==> config.mk <==
export PLATFORM = sky130hd
export DESIGN_NAME = count_readout_tx
export DESIGN_NICKNAME = d
export VERILOG_FILES = /design/src/rtl/count_readout_tx.sv
export SDC_FILE = /design/constraint.sdc
export NUM_CORES = 1
export LEC_CHECK = 0
export CELL_PAD_IN_SITES_DETAIL_PLACEMENT = 0
export CELL_PAD_IN_SITES_GLOBAL_PLACEMENT = 1
export CORE_AREA = 2 2 60 62
export DETAILED_ROUTE_END_ITERATION = 10
export DIE_AREA = 0 0 62 64
export GPL_ROUTABILITY_DRIVEN = 1
export GPL_TIMING_DRIVEN = 0
export PLACE_DENSITY = 0.76
export SYNTH_ARGS = -nofsm -noshare
export SYNTH_HDL_FRONTEND = slang
export SYNTH_SLANG_ARGS = --single-unit
==> constraint.sdc <==
create_clock -name clk -period 2.3 [get_ports clk]
set_input_delay 0.345 -clock clk [delete_from_list [all_inputs] [get_ports clk]]
set_output_delay 0.345 -clock clk [all_outputs]
set_load 0.05 [all_outputs]
==> src/rtl/count_readout_tx.sv <==
// count_readout_tx: UART-style transmitter for 8-bit capture-register count words.
// Frame is start, 8 data bits LSB-first, optional even parity, then 1 or 2 stop bits.
module count_readout_tx #(
    parameter int CLKS_PER_BIT = 868,
    parameter bit PARITY_EN    = 1'b0,
    parameter int STOP_BITS    = 1
) (
    input  logic       clk,
    input  logic       clear_n,
    input  logic       enable,
    input  logic [7:0] Din,
    input  logic       load,
    output logic       ready,
    output logic       tx,
    output logic       busy,
    output logic       done
);
    localparam int CW = (CLKS_PER_BIT > 1) ? $clog2(CLKS_PER_BIT) : 1;
    localparam logic [CW-1:0] LAST = CW'(CLKS_PER_BIT - 1);

    typedef enum logic [2:0] {IDLE, START, DATA, PARITY, STOP} state_t;

    state_t        state, state_n;
    logic [CW-1:0] cnt, cnt_n;
    logic [2:0]    idx, idx_n;
    logic          stop_cnt, stop_n;
    logic [7:0]    sh, sh_n;
    logic          tx_n, busy_n, done_n, wrap, last_stop;

    assign wrap      = cnt == LAST;
    assign last_stop = (STOP_BITS == 1) || stop_cnt;
    assign ready     = (state == IDLE) && enable;

    always_comb begin
        state_n = state;
        cnt_n   = (state == IDLE || wrap) ? '0 : cnt + 1'b1;
        idx_n   = idx;
        stop_n  = stop_cnt;
        sh_n    = sh;
        tx_n    = tx;
        busy_n  = busy;
        done_n  = 1'b0;
        case (state)
            IDLE: if (load && ready) begin
                state_n = START;
                sh_n    = Din;
                tx_n    = 1'b0;
                busy_n  = 1'b1;
                idx_n   = '0;
                stop_n  = 1'b0;
            end
            START: if (wrap) begin
                state_n = DATA;
                tx_n    = sh[0];
            end
            DATA: if (wrap) begin
                if (idx == 3'd7) begin
                    state_n = PARITY_EN ? PARITY : STOP;
                    tx_n    = PARITY_EN ? ^sh : 1'b1;
                end else begin
                    idx_n = idx + 3'd1;
                    tx_n  = sh[idx + 3'd1];
                end
            end
            PARITY: if (wrap) begin
                state_n = STOP;
                tx_n    = 1'b1;
            end
            STOP: if (wrap) begin
                // the edge ending the last stop bit frees the line for a back-to-back accept
                if (last_stop) begin
                    state_n = IDLE;
                    busy_n  = 1'b0;
                    done_n  = 1'b1;
                end else begin
                    stop_n = 1'b1;
                end
            end
            default: state_n = IDLE;
        endcase
    end

    always_ff @(posedge clk or negedge clear_n) begin
        if (!clear_n) begin
            state    <= IDLE;
            cnt      <= '0;
            idx      <= '0;
            stop_cnt <= 1'b0;
            sh       <= '0;
            tx       <= 1'b1;
            busy     <= 1'b0;
            done     <= 1'b0;
        end else begin
            state    <= state_n;
            cnt      <= cnt_n;
            idx      <= idx_n;
            stop_cnt <= stop_n;
            sh       <= sh_n;
            tx       <= tx_n;
            busy     <= busy_n;
            done     <= done_n;
        end
    end
endmodule

# After elaboration in Yosys (flattened, before gate mapping)
# Cells that the tools add are included.
# W data, S select, Z words.
totals:
  regBits: 27
  in_bits: 12
  out_inout_bits: 4
  elab_cells: 60
classes:
  addsub: 2
  magnitude_cmp: 1
  eq_ne: 13
  n_mux: 25
  n_reduce_logical: 12
ops:
  columns: ["operator", "count"]
  rows:
  - ["$mux W3", 9]
  - ["$pmux W3 S5", 1]
  - ["$ne A2 B2 Y1 const B", 6]
  - ["$add A10 B1 Y10 const B", 1]
  - ["$eq A10 B10 Y1 const B", 1]
  - ["$mux W1", 10]
  - ["$mux W10", 1]
  - ["$eq A3 B2 Y1 const B", 2]
  - ["$eq A3 B3 Y1 const B", 2]
  - ["$pmux W3 S2", 1]
  - ["$reduce_and A6 Y1", 1]
  - ["$reduce_and A5 Y1", 1]
  - ["$lt A3 B4 Y1 const B", 1]
  - ["$pmux W1 S4", 1]
  - ["$reduce_and A4 Y1", 1]
  - ["$reduce_bool A2 Y1", 2]
  - ["$reduce_bool A4 Y1", 1]
  - ["$add A3 B1 Y3 const B", 1]
  - ["$bmux W1 S3", 1]
  - ["$eq A3 B1 Y1 const B", 1]
  - ["$logic_not A3 Y1", 1]
  - ["$reduce_and A3 Y1", 1]
  - ["$logic_and A1 B1 Y1", 2]
  - ["$ne A2 B1 Y1 const B", 1]
  - ["other kinds (3)", 3]

# Logic depth before layout (Yosys ltp)
# Gate-level depths: netlist of the first run.
logic_depth:
  depth_word: 6
  mapped_depth: 6
  ltp_nobuf: 6

# Least setup slack after synthesis of the first run
# No wires, ideal clock.
synth_timing:
  kind: "reg2reg"
  startpoint: "reg idx[0]"
  endpoint: "reg tx"
  setup_time_ns: 0.095
  arrival_time_ns: 1.833
  t_required_ns: 2.205
  path_slack_ns: 0.372
  stages_incl_launch_ff: 6
  path_buffers: 0
  period_less_slack_ns: 1.928
  cell_sequence: "dfrtp_1 > ha_1 > mux4_2 > nor2b_4 > a2111oi_4 > o41ai_1"
synth_via:
  elab_chain_cells: 6
  word_cells_on_any_way: 7
  classes_between: "1 x add/sub; 1 x eq/ne; 5 x mux"
synth_lines:
  columns: ["item", "line_no", "text"]
  rows:
  - ["from (decl)", "25", "logic [2:0] idx, idx_n;"]
  - ["from (signal assigned)", "96", "idx <= idx_n;"]
  - ["$add A3 B1 Y3", "62", "tx_n = sh[idx + 3'd1];"]
  - ["$bmux W1 S3", "62", null]
  - ["$mux W1 (implied by the code)", "62", null]
  - ["$mux W1 (*)", "57", "if (idx == 3'd7) begin"]
  - ["$mux W1 (*)", "56", "DATA: if (wrap) begin"]
  - ["$pmux W1 S4 (*)", "43", "case (state)"]
  - ["to (signal assigned)", "99", "tx <= tx_n;"]
  - ["to (decl)", "14", "output logic tx,"]
# Mark *: on every way between the ends. The rest lies on a longest branch, timed or not. The select of a mux whose other input is x is not followed.
# A chain may end at the register's enable or synchronous reset.

# Worst setup path in the final report of the first run
# Same ends and word-level chain as after synthesis.

==> metrics.csv, run 1 <==
metric;value;unit
status;complete, no violations;
final WL;2.37;mm
Tot GR Track Use;0.142;
cell count after placement;194;
1st-iter DRT viols;70;
ratio of cells with drive above 1 in the final layout;0.0987;
Post-synth EDFFs;0;
final-report max-slew violation count;0;
IO Port Bufs;15;
Core Box Area;3280;um^2
delay of the slowest critical-path stage;0.53;ns
initial antenna violation count;0;
CTS tree;done;
f_max;488;MHz
min Tclk post-route;2.05;ns
RSZ-0062 raised after global routing;no;
vias;976;
TritonCTS Buffers;3;
vias in the first global route;956;
Critical Path Start Type;flop;
Initial Util;0.402;
drt first pass iters;4;
Synth Warn #;0;
layout net count;168;
Antenna Nets Post-Route;0;
# DRC;0;
CTS HTree Levels;1;
crit share post-route;0.891;
Static Leak;0.694;nW
via density per instance;4.93;
layout overhead on the synthesized area;17.0;%
Post-Syn Nets;148;
worst-margin pin slew;0.605;ns
# hold bufs at CTS;0;
Syn Area/Cell;9.93;um^2
DIE WIDTH;62;um
worst ir drop on vdd;0.250;mV
CP top delay family;multiplexers;
final instance area;1550;um^2
Clk Latency, worst-skew pair;0.31;ns
stages on the worst setup path;5;
HP Class;in -> async;
# setup viols final;0;
Seq/Total Area, Yosys;0.512;
Filler Cells Inserted;306;
worst slew margin relative to its limit;0.596;
commonest cells after routing, fill and taps aside;nand2_1, dfrtp_1, nor2_1;
die area;3970;um^2
hold slack;0.0165;ns
RR Startpoint;idx[0];
Ant. Diodes;0;
Reg area;677;um^2
cell breakdown of the critical path;ha_1 > mux4_2 > nor2b_4 > a2111oi_4 > o41ai_1;
Yosys top cell area share;0.492;
required time of the worst setup path;2.55;ns
final hold vios;0;
Die Y;64;um
maxcap violations;0;
placed inst area;1530;um^2
Syn Inst Count;133;
post-synthesis register bit count;27;
pre-CTS setup slack;0.112;ns
Clk Tree Root Cell;clkbuf_4;
total congestion overflow;0;
fin worst setup slack;0.250;ns
maximum clock insertion buffer count;2;
first-pass GRT wire length;4.24;mm
launch point of the worst path;idx[0];
Async SR Flop Fraction;1.00;
DR WL/cell;11.9;um
fin cells;198;
worst-path maximum fanout;5;
Setup Skew;0.00417;ns
distinct cell type count after synthesis;33;
synth top area cells;dfrtp_1, nand2_1, nor2_1;
CP Capture Point;tx;
setup TNS;0;ns
Rows;21;
Crit-path slowest cell;mux4_2;
biggest area consumer among synthesized cells;dfrtp_1;
io pins;16;
commonest non-fill, non-tap cell in the layout;nand2_1;
Critical Path AT;2.30;ns
area of the multi-input gates;604;um^2
r2r endpoint;tx;
Final GP Congestion;0.755;
largest net degree at the start of global routing;28;
setup slack, reg-to-reg;0.25;ns
top_reg_cell synth;dfrtp_1;
WS Path Type;reg -> reg;
sinks on the clock net;27;
Worst Path Buf+Inv;0;
clk slew on worst S/H paths;0.14;ns
Post-Syn Area;1320;um^2
R2R depth;5;
PD cells;454;nW/um^2
final HPWL from detailed placement;1.76;mm
Crit. End Element;flop;
## area by class of cell
type,count,area share
timing repair buffer,15,0.0907
buffer,5,0.0138
multi-input combinational,96,0.391
tap,46,0.0372
sequential,27,0.438
clock buffer,4,0.0170
inverter,5,0.0121
## timing repair
action                                  4_1_cts  5_1_grt
pin swaps                                     0        0
setup buffers                                 0        0
gates resized for setup                       1        2
endpoints found under the setup margin        1        1
hold endpoints to repair                      0        0
## routing by layer
metal,global-route usage,up-vias,part of all wire
li1,-,490,-
met1,0.190,468,0.46
met2,0.221,16,0.50
met3,0.0304,2,0.030
met4,0.0479,0,0.0097
met5,0,-,0
## worst reg2reg max path, delay by kind of cell, from the launching register on
family | cells | cell delay, ns
mux | 1 | 0.53
compound gates | 2 | 0.42
simple gates | 1 | 0.15
fa+ha+maj | 1 | 0.40
flops | 1 | 0.49
## how the worst min path moves through the flow
stage	slack [ns]	endpoint	cells after the start
floorplan	0.05	busy	0
global placement	0.46	sh[4]	2
detailed placement	0.46	sh[5]	2
CTS	0.49	sh[5]	2
global route	0.04	cnt[4]	1
finish	0.02	cnt[5]	1
## state kept, by name, summed over array words and instances (netlist names)
| name | cells |
|---|---|
| idx | 3 |
| cnt | 10 |
| done | 1 |
| state | 3 |
| sh | 8 |
| busy | 1 |
| tx | 1 |
## cell usage after synthesis (3+ instances only)
cell      instances
xnor2_1           6
nor2_1           17
clkbuf_1          3
ha_1              3
inv_1             4
and3_1            3
nand3_1           6
mux2i_1           3
dfrtp_1          26
nand2_1          30
## stage by stage
step / total power [mW] / utilization
3_3_place_gp: 0.513 / 0.466
4_1_cts: 0.716 / 0.473
6_report: 0.702 / 0.470
3_5_place_dp: 0.513 / 0.466
5_1_grt: 0.745 / 0.470
2_1_floorplan: 0.484 / -
## report_power, final
group	leakage, nW	switching [mW]	internal (mW)
logic	0.330	0.0121	0.0156
clock network	0.0150	0.132	0.0677
registers	0.349	0	0.475
## kinds of logic after synthesis
group | Yosys count | synth area share
XOR/XNOR | 8 | 0.0530
adder cells (fa/ha/maj) | 3 | 0.0284
buffers and inverters | 10 | 0.0303
AO/OA/AOI/OAI | 10 | 0.0682
AND/OR/NAND/NOR | 70 | 0.251
flip-flops | 27 | 0.512
multiplexers | 5 | 0.0568
Note: power is estimated with default switching activity, not from simulation.
==> run 2, diff against run 1 <==
Settings changed: CAP_MARGIN set to 0, CTS_BUF_LIST set to sky130_fd_sc_hd__clkbuf_8 sky130_fd_sc_hd__clkbuf_16.
==> metrics.csv, run 2 (synthesis gave the netlist of run 1 again) <==
metric;value;unit;change
Filler Cells Inserted;307;;was 306
via density per instance;4.95;;was 4.93
RSZ-0062 raised after global routing;no;;unchanged
final-report max-slew violation count;0;;unchanged
layout net count;168;;unchanged
commonest cells after routing, fill and taps aside;nand2_1, dfrtp_1, nor2_1;;unchanged
first-pass GRT wire length;4.26;mm;was 4.24 mm
Core Box Area;3280;um^2;unchanged
Antenna Nets Post-Route;0;;unchanged
Static Leak;0.706;nW;was 0.694 nW
final core occ;0.476;;was 0.470
setup TNS;0;ns;unchanged
worst ir drop on vdd;0.188;mV;was 0.250 mV
WS Path Type;reg -> reg;;unchanged
Die Y;64;um;unchanged
total congestion overflow;0;;unchanged
die area;3970;um^2;unchanged
final instance area;1560;um^2;was 1550 um^2
Critical Path Start Type;flop;;unchanged
register with the most flip-flops;cnt;;unchanged
worst-path maximum fanout;5;;unchanged
Rows;21;;unchanged
cell breakdown of the critical path;ha_1 > mux4_2 > nor2b_4 > a2111oi_4 > o41ai_1;;unchanged
drt first pass iters;4;;unchanged
commonest non-fill, non-tap cell in the layout;nand2_1;;unchanged
final WL;2.39;mm;was 2.37 mm
top flop regs;cnt x10, sh x8;;unchanged
PD cells;490;nW/um^2;was 454 nW/um^2
# setup viols final;0;;unchanged
largest net degree at the start of global routing;28;;unchanged
worst-margin pin slew;0.607;ns;was 0.605 ns
TritonCTS Buffers;3;;unchanged
worst slew margin relative to its limit;0.595;;was 0.596
delay of the slowest critical-path stage;0.53;ns;about the same
Ant. Diodes;0;;unchanged
Initial Util;0.402;;unchanged
r2r endpoint;tx;;unchanged
Final GP Congestion;0.755;;unchanged
initial antenna violation count;0;;unchanged
vias;981;;was 976
vias in the first global route;963;;was 956
CTS HTree Levels;1;;unchanged
maximum clock insertion buffer count;2;;unchanged
pre-CTS setup slack;0.112;ns;unchanged
DIE WIDTH;62;um;unchanged
IO Port Bufs;15;;unchanged
final hold vios;0;;unchanged
status;complete, no violations;;unchanged
fin worst setup slack;0.255;ns;was 0.250 ns
CTS tree;done;;unchanged
clk slew on worst S/H paths;0.09;ns;was 0.14 ns
setup slack, reg-to-reg;0.25;ns;about the same
1st-iter DRT viols;72;;was 70
HP Class;in -> async;;unchanged
max reg flops;10;;unchanged
# DRC;0;;unchanged
DR WL/cell;12.1;um;was 11.9 um
ratio of cells with drive above 1 in the final layout;0.0987;;unchanged
Crit-path slowest cell;mux4_2;;unchanged
layout overhead on the synthesized area;18.4;%;was 17.0%
Tot GR Track Use;0.145;;was 0.142
post-CTS setup buffer count;0;;unchanged
RR Startpoint;idx[0];;unchanged
Crit. End Element;flop;;unchanged
sinks on the clock net;27;;unchanged
min Tclk post-route;2.05;ns;about the same
maxcap violations;0;;unchanged
placed inst area;1530;um^2;unchanged
final HPWL from detailed placement;1.76;mm;unchanged
Clk Tree Root Cell;clkbuf_8;;was clkbuf_4
crit share post-route;0.889;;was 0.891
Clk Latency, worst-skew pair;0.27;ns;was 0.31 ns
Critical Path AT;2.24;ns;was 2.30 ns
f_max;489;MHz;was 488 MHz
required time of the worst setup path;2.49;ns;was 2.55 ns
total power;766;uW;was 702 uW
Setup Skew;0.00572;ns;was 0.00417 ns
R2R depth;5;;unchanged
io pins;16;;unchanged
[run 2: timing repair]
| action | 4_1_cts | 5_1_grt |
|---|---|---|
| hold buffers | 0 | 0 |
| endpoints found under the setup margin | 1 | 1 |
| gates resized for setup | 1 | 2 |
| pin swaps | 0 | 0 |
[run 2: layout make-up]
cell class	instances	area, um^2	share of cell area
clock buffers	3	41.3	0.0264
plain buffers	5	21.3	0.0136
multi-input cells	96	604	0.386
well taps	46	57.6	0.0368
flip-flops and latches	27	677	0.433
clock inverters	1	3.75	0.00240
inverters	5	18.8	0.0120
repair buffers	15	140	0.0896
[run 2: metrics by stage]
step / instances / hold WS (ns)
after floorplan: 133 / 0.0494
after global placement: 194 / 0.455
after detailed placement: 194 / 0.457
after CTS: 198 / 0.479
after global routing: 198 / 0.111
final: 198 / 0.0694
[run 2: routing by layer]
layer  vias to the layer above  global-route usage  wire length (um)
li1                        489                   -                 -
met1                       470               0.190              1080
met2                        17               0.224              1170
met3                         5              0.0243                84
met4                         0              0.0718                56
met5                         -                   0                 0
[run 2: worst max path at each step]
stage | from | end | slack [ns]
after floorplan | idx[0] | tx | 0.37
after global placement | state[2] | ready | 0.11
after detailed placement | state[2] | ready | 0.11
after CTS | state[2] | ready | 0.06
after global routing | idx[0] | tx | 0.15
final | idx[0] | tx | 0.25
[run 2: worst max-delay path, delay by kind of cell, from the launching register on]
kind	cells	cell delay, ns
flops	1	0.47
compound gates	2	0.42
simple gates	1	0.15
mux	1	0.53
fa+ha+maj	1	0.40
[run 2: where the power goes]
group	internal, mW	switching (mW)	total [mW]
logic	0.0156	0.0122	0.0277
registers	0.474	0	0.474
clock network	0.120	0.144	0.264
total	0.610	0.156	0.766
==> run 3, diff against run 2 <==
Clock period 2.3 ns to 2.1 ns, I/O delays scaled along.
==> metrics.csv, run 3 (synthesis gave the netlist of run 1 again) <==
metric;value;unit;change
status;complete, no violations;;unchanged
Antenna Nets Post-Route;0;;unchanged
max reg flops;10;;unchanged
die area;3970;um^2;unchanged
Crit-path slowest cell;mux4_2;;unchanged
r2r endpoint;tx;;unchanged
crit share post-route;0.953;;was 0.889
total congestion overflow;0;;unchanged
layout net count;168;;unchanged
worst-margin pin slew;0.598;ns;was 0.607 ns
initial antenna violation count;0;;unchanged
sinks on the clock net;27;;unchanged
WS Path Type;reg -> reg;;unchanged
delay of the slowest critical-path stage;0.51;ns;was 0.53 ns
1st-iter DRT viols;76;;was 72
IO Port Bufs;15;;unchanged
final-report max-slew violation count;0;;unchanged
clk slew on worst S/H paths;0.09;ns;about the same
top flop regs;cnt x10, sh x8;;unchanged
setup slack, reg-to-reg;0.1;ns;was 0.25 ns
CTS HTree Levels;1;;unchanged
final instance area;1570;um^2;was 1560 um^2
Rows;21;;unchanged
PD cells;534;nW/um^2;was 490 nW/um^2
Crit. End Element;flop;;unchanged
Initial Util;0.402;;unchanged
commonest non-fill, non-tap cell in the layout;nand2_1;;unchanged
layout overhead on the synthesized area;19.1;%;was 18.4%
ratio of cells with drive above 1 in the final layout;0.112;;was 0.0987
min Tclk post-route;2.00;ns;was 2.05 ns
Static Leak;0.702;nW;was 0.706 nW
pre-CTS setup slack;-0.0578;ns;was 0.112 ns
Critical Path AT;2.19;ns;was 2.24 ns
f_max;500;MHz;was 489 MHz
Critical Path Start Type;flop;;unchanged
required time of the worst setup path;2.29;ns;was 2.49 ns
drt first pass iters;4;;unchanged
via density per instance;4.97;;was 4.95
vias;985;;was 981
# hold bufs at CTS;0;;unchanged
final HPWL from detailed placement;1.76;mm;unchanged
cell breakdown of the critical path;ha_2 > mux4_2 > nor2b_4 > a2111oi_4 > o41ai_1;;was ha_1 > mux4_2 > nor2b_4 > a2111oi_4 > o41ai_1
io pins;16;;unchanged
register with the most flip-flops;cnt;;unchanged
commonest cells after routing, fill and taps aside;nand2_1, dfrtp_1, nor2_1;;unchanged
worst ir drop on vdd;0.206;mV;was 0.188 mV
largest net degree at the start of global routing;28;;unchanged
DIE WIDTH;62;um;unchanged
Setup Skew;0.00457;ns;was 0.00572 ns
maxcap violations;0;;unchanged
# setup viols final;0;;unchanged
Clk Latency, worst-skew pair;0.27;ns;about the same
worst slew margin relative to its limit;0.602;;was 0.595
total power;840;uW;was 766 uW
vias in the first global route;963;;unchanged
# DRC;0;;unchanged
DR WL/cell;12.1;um;about the same
final hold vios;0;;unchanged
maximum clock insertion buffer count;2;;unchanged
final WL;2.41;mm;was 2.39 mm
Die Y;64;um;unchanged
Clk Tree Root Cell;clkbuf_8;;unchanged
worst-path maximum fanout;5;;unchanged
first-pass GRT wire length;4.26;mm;unchanged
Core Box Area;3280;um^2;unchanged
CTS tree;done;;unchanged
Ant. Diodes;0;;unchanged
HP Class;in -> async;;unchanged
RSZ-0062 raised after global routing;no;;unchanged
RR Startpoint;idx[0];;unchanged
placed inst area;1530;um^2;unchanged
TritonCTS Buffers;3;;unchanged
R2R depth;5;;unchanged
post-CTS setup buffer count;0;;unchanged
Final GP Congestion;0.755;;unchanged
fin worst setup slack;0.0993;ns;was 0.255 ns
Tot GR Track Use;0.145;;unchanged
## run 3: critical path, delay by kind of cell, from the launching register on
| family | cells | cell delay (ns) |
|---|---|---|
| flip-flops | 1 | 0.47 |
| adder cells (fa/ha/maj) | 1 | 0.38 |
| AND/OR/NAND/NOR | 1 | 0.15 |
| AO/OA/AOI/OAI | 2 | 0.41 |
| multiplexers | 1 | 0.51 |
## run 3: worst max-delay path by stage
stage          slack [ns]  endpoint  cells after the start     start
2_1_floorplan        0.17        tx                      5    idx[0]
3_3_place_gp        -0.06     ready                      4  state[2]
3_5_place_dp        -0.06     ready                      4  state[2]
4_1_cts              0.03        tx                      5    idx[0]
5_1_grt              0.01        tx                      5    idx[0]
6_report              0.1        tx                      5    idx[0]
## run 3: repair_timing
action                                  4_1_cts  5_1_grt
endpoints found under the setup margin        1        2
pin swaps                                     0        0
gates resized for setup                       3        5
## run 3: report_power, final
part           internal [mW]  leakage [nW]  switching, mW
logic                 0.0171         0.328         0.0132
registers              0.519         0.347              0
clock network          0.131        0.0269          0.159
total                  0.668         0.702          0.172
## run 3: area by class of cell
type	count	area, um^2
clock buffer	3	41.3
fill	307	1710
sequential	27	678
buffer	5	21.3
inverter	5	18.8
timing repair buffer	15	140
clock inverter	1	3.75
multi-input combinational	96	613
tap	46	57.6
## run 3: layer usage
layer | global-route usage | vias up | share of wire
met1 | 0.190 | 470 | 0.46
met5 | 0 | - | 0
met4 | 0.0718 | 0 | 0.025
li1 | - | 489 | -
met2 | 0.224 | 21 | 0.47
met3 | 0.0243 | 5 | 0.043
## run 3: through the flow
step / cells / hold slack [ns] / util / TNS [ns]
2_1_floorplan: 133 / 0.0194 / - / 0
3_3_place_gp: 194 / 0.455 / 0.466 / -0.0612
3_5_place_dp: 194 / 0.457 / 0.466 / -0.0578
4_1_cts: 198 / 0.479 / 0.480 / 0
5_1_grt: 198 / 0.0805 / 0.479 / 0
6_report: 198 / 0.0364 / 0.479 / 0
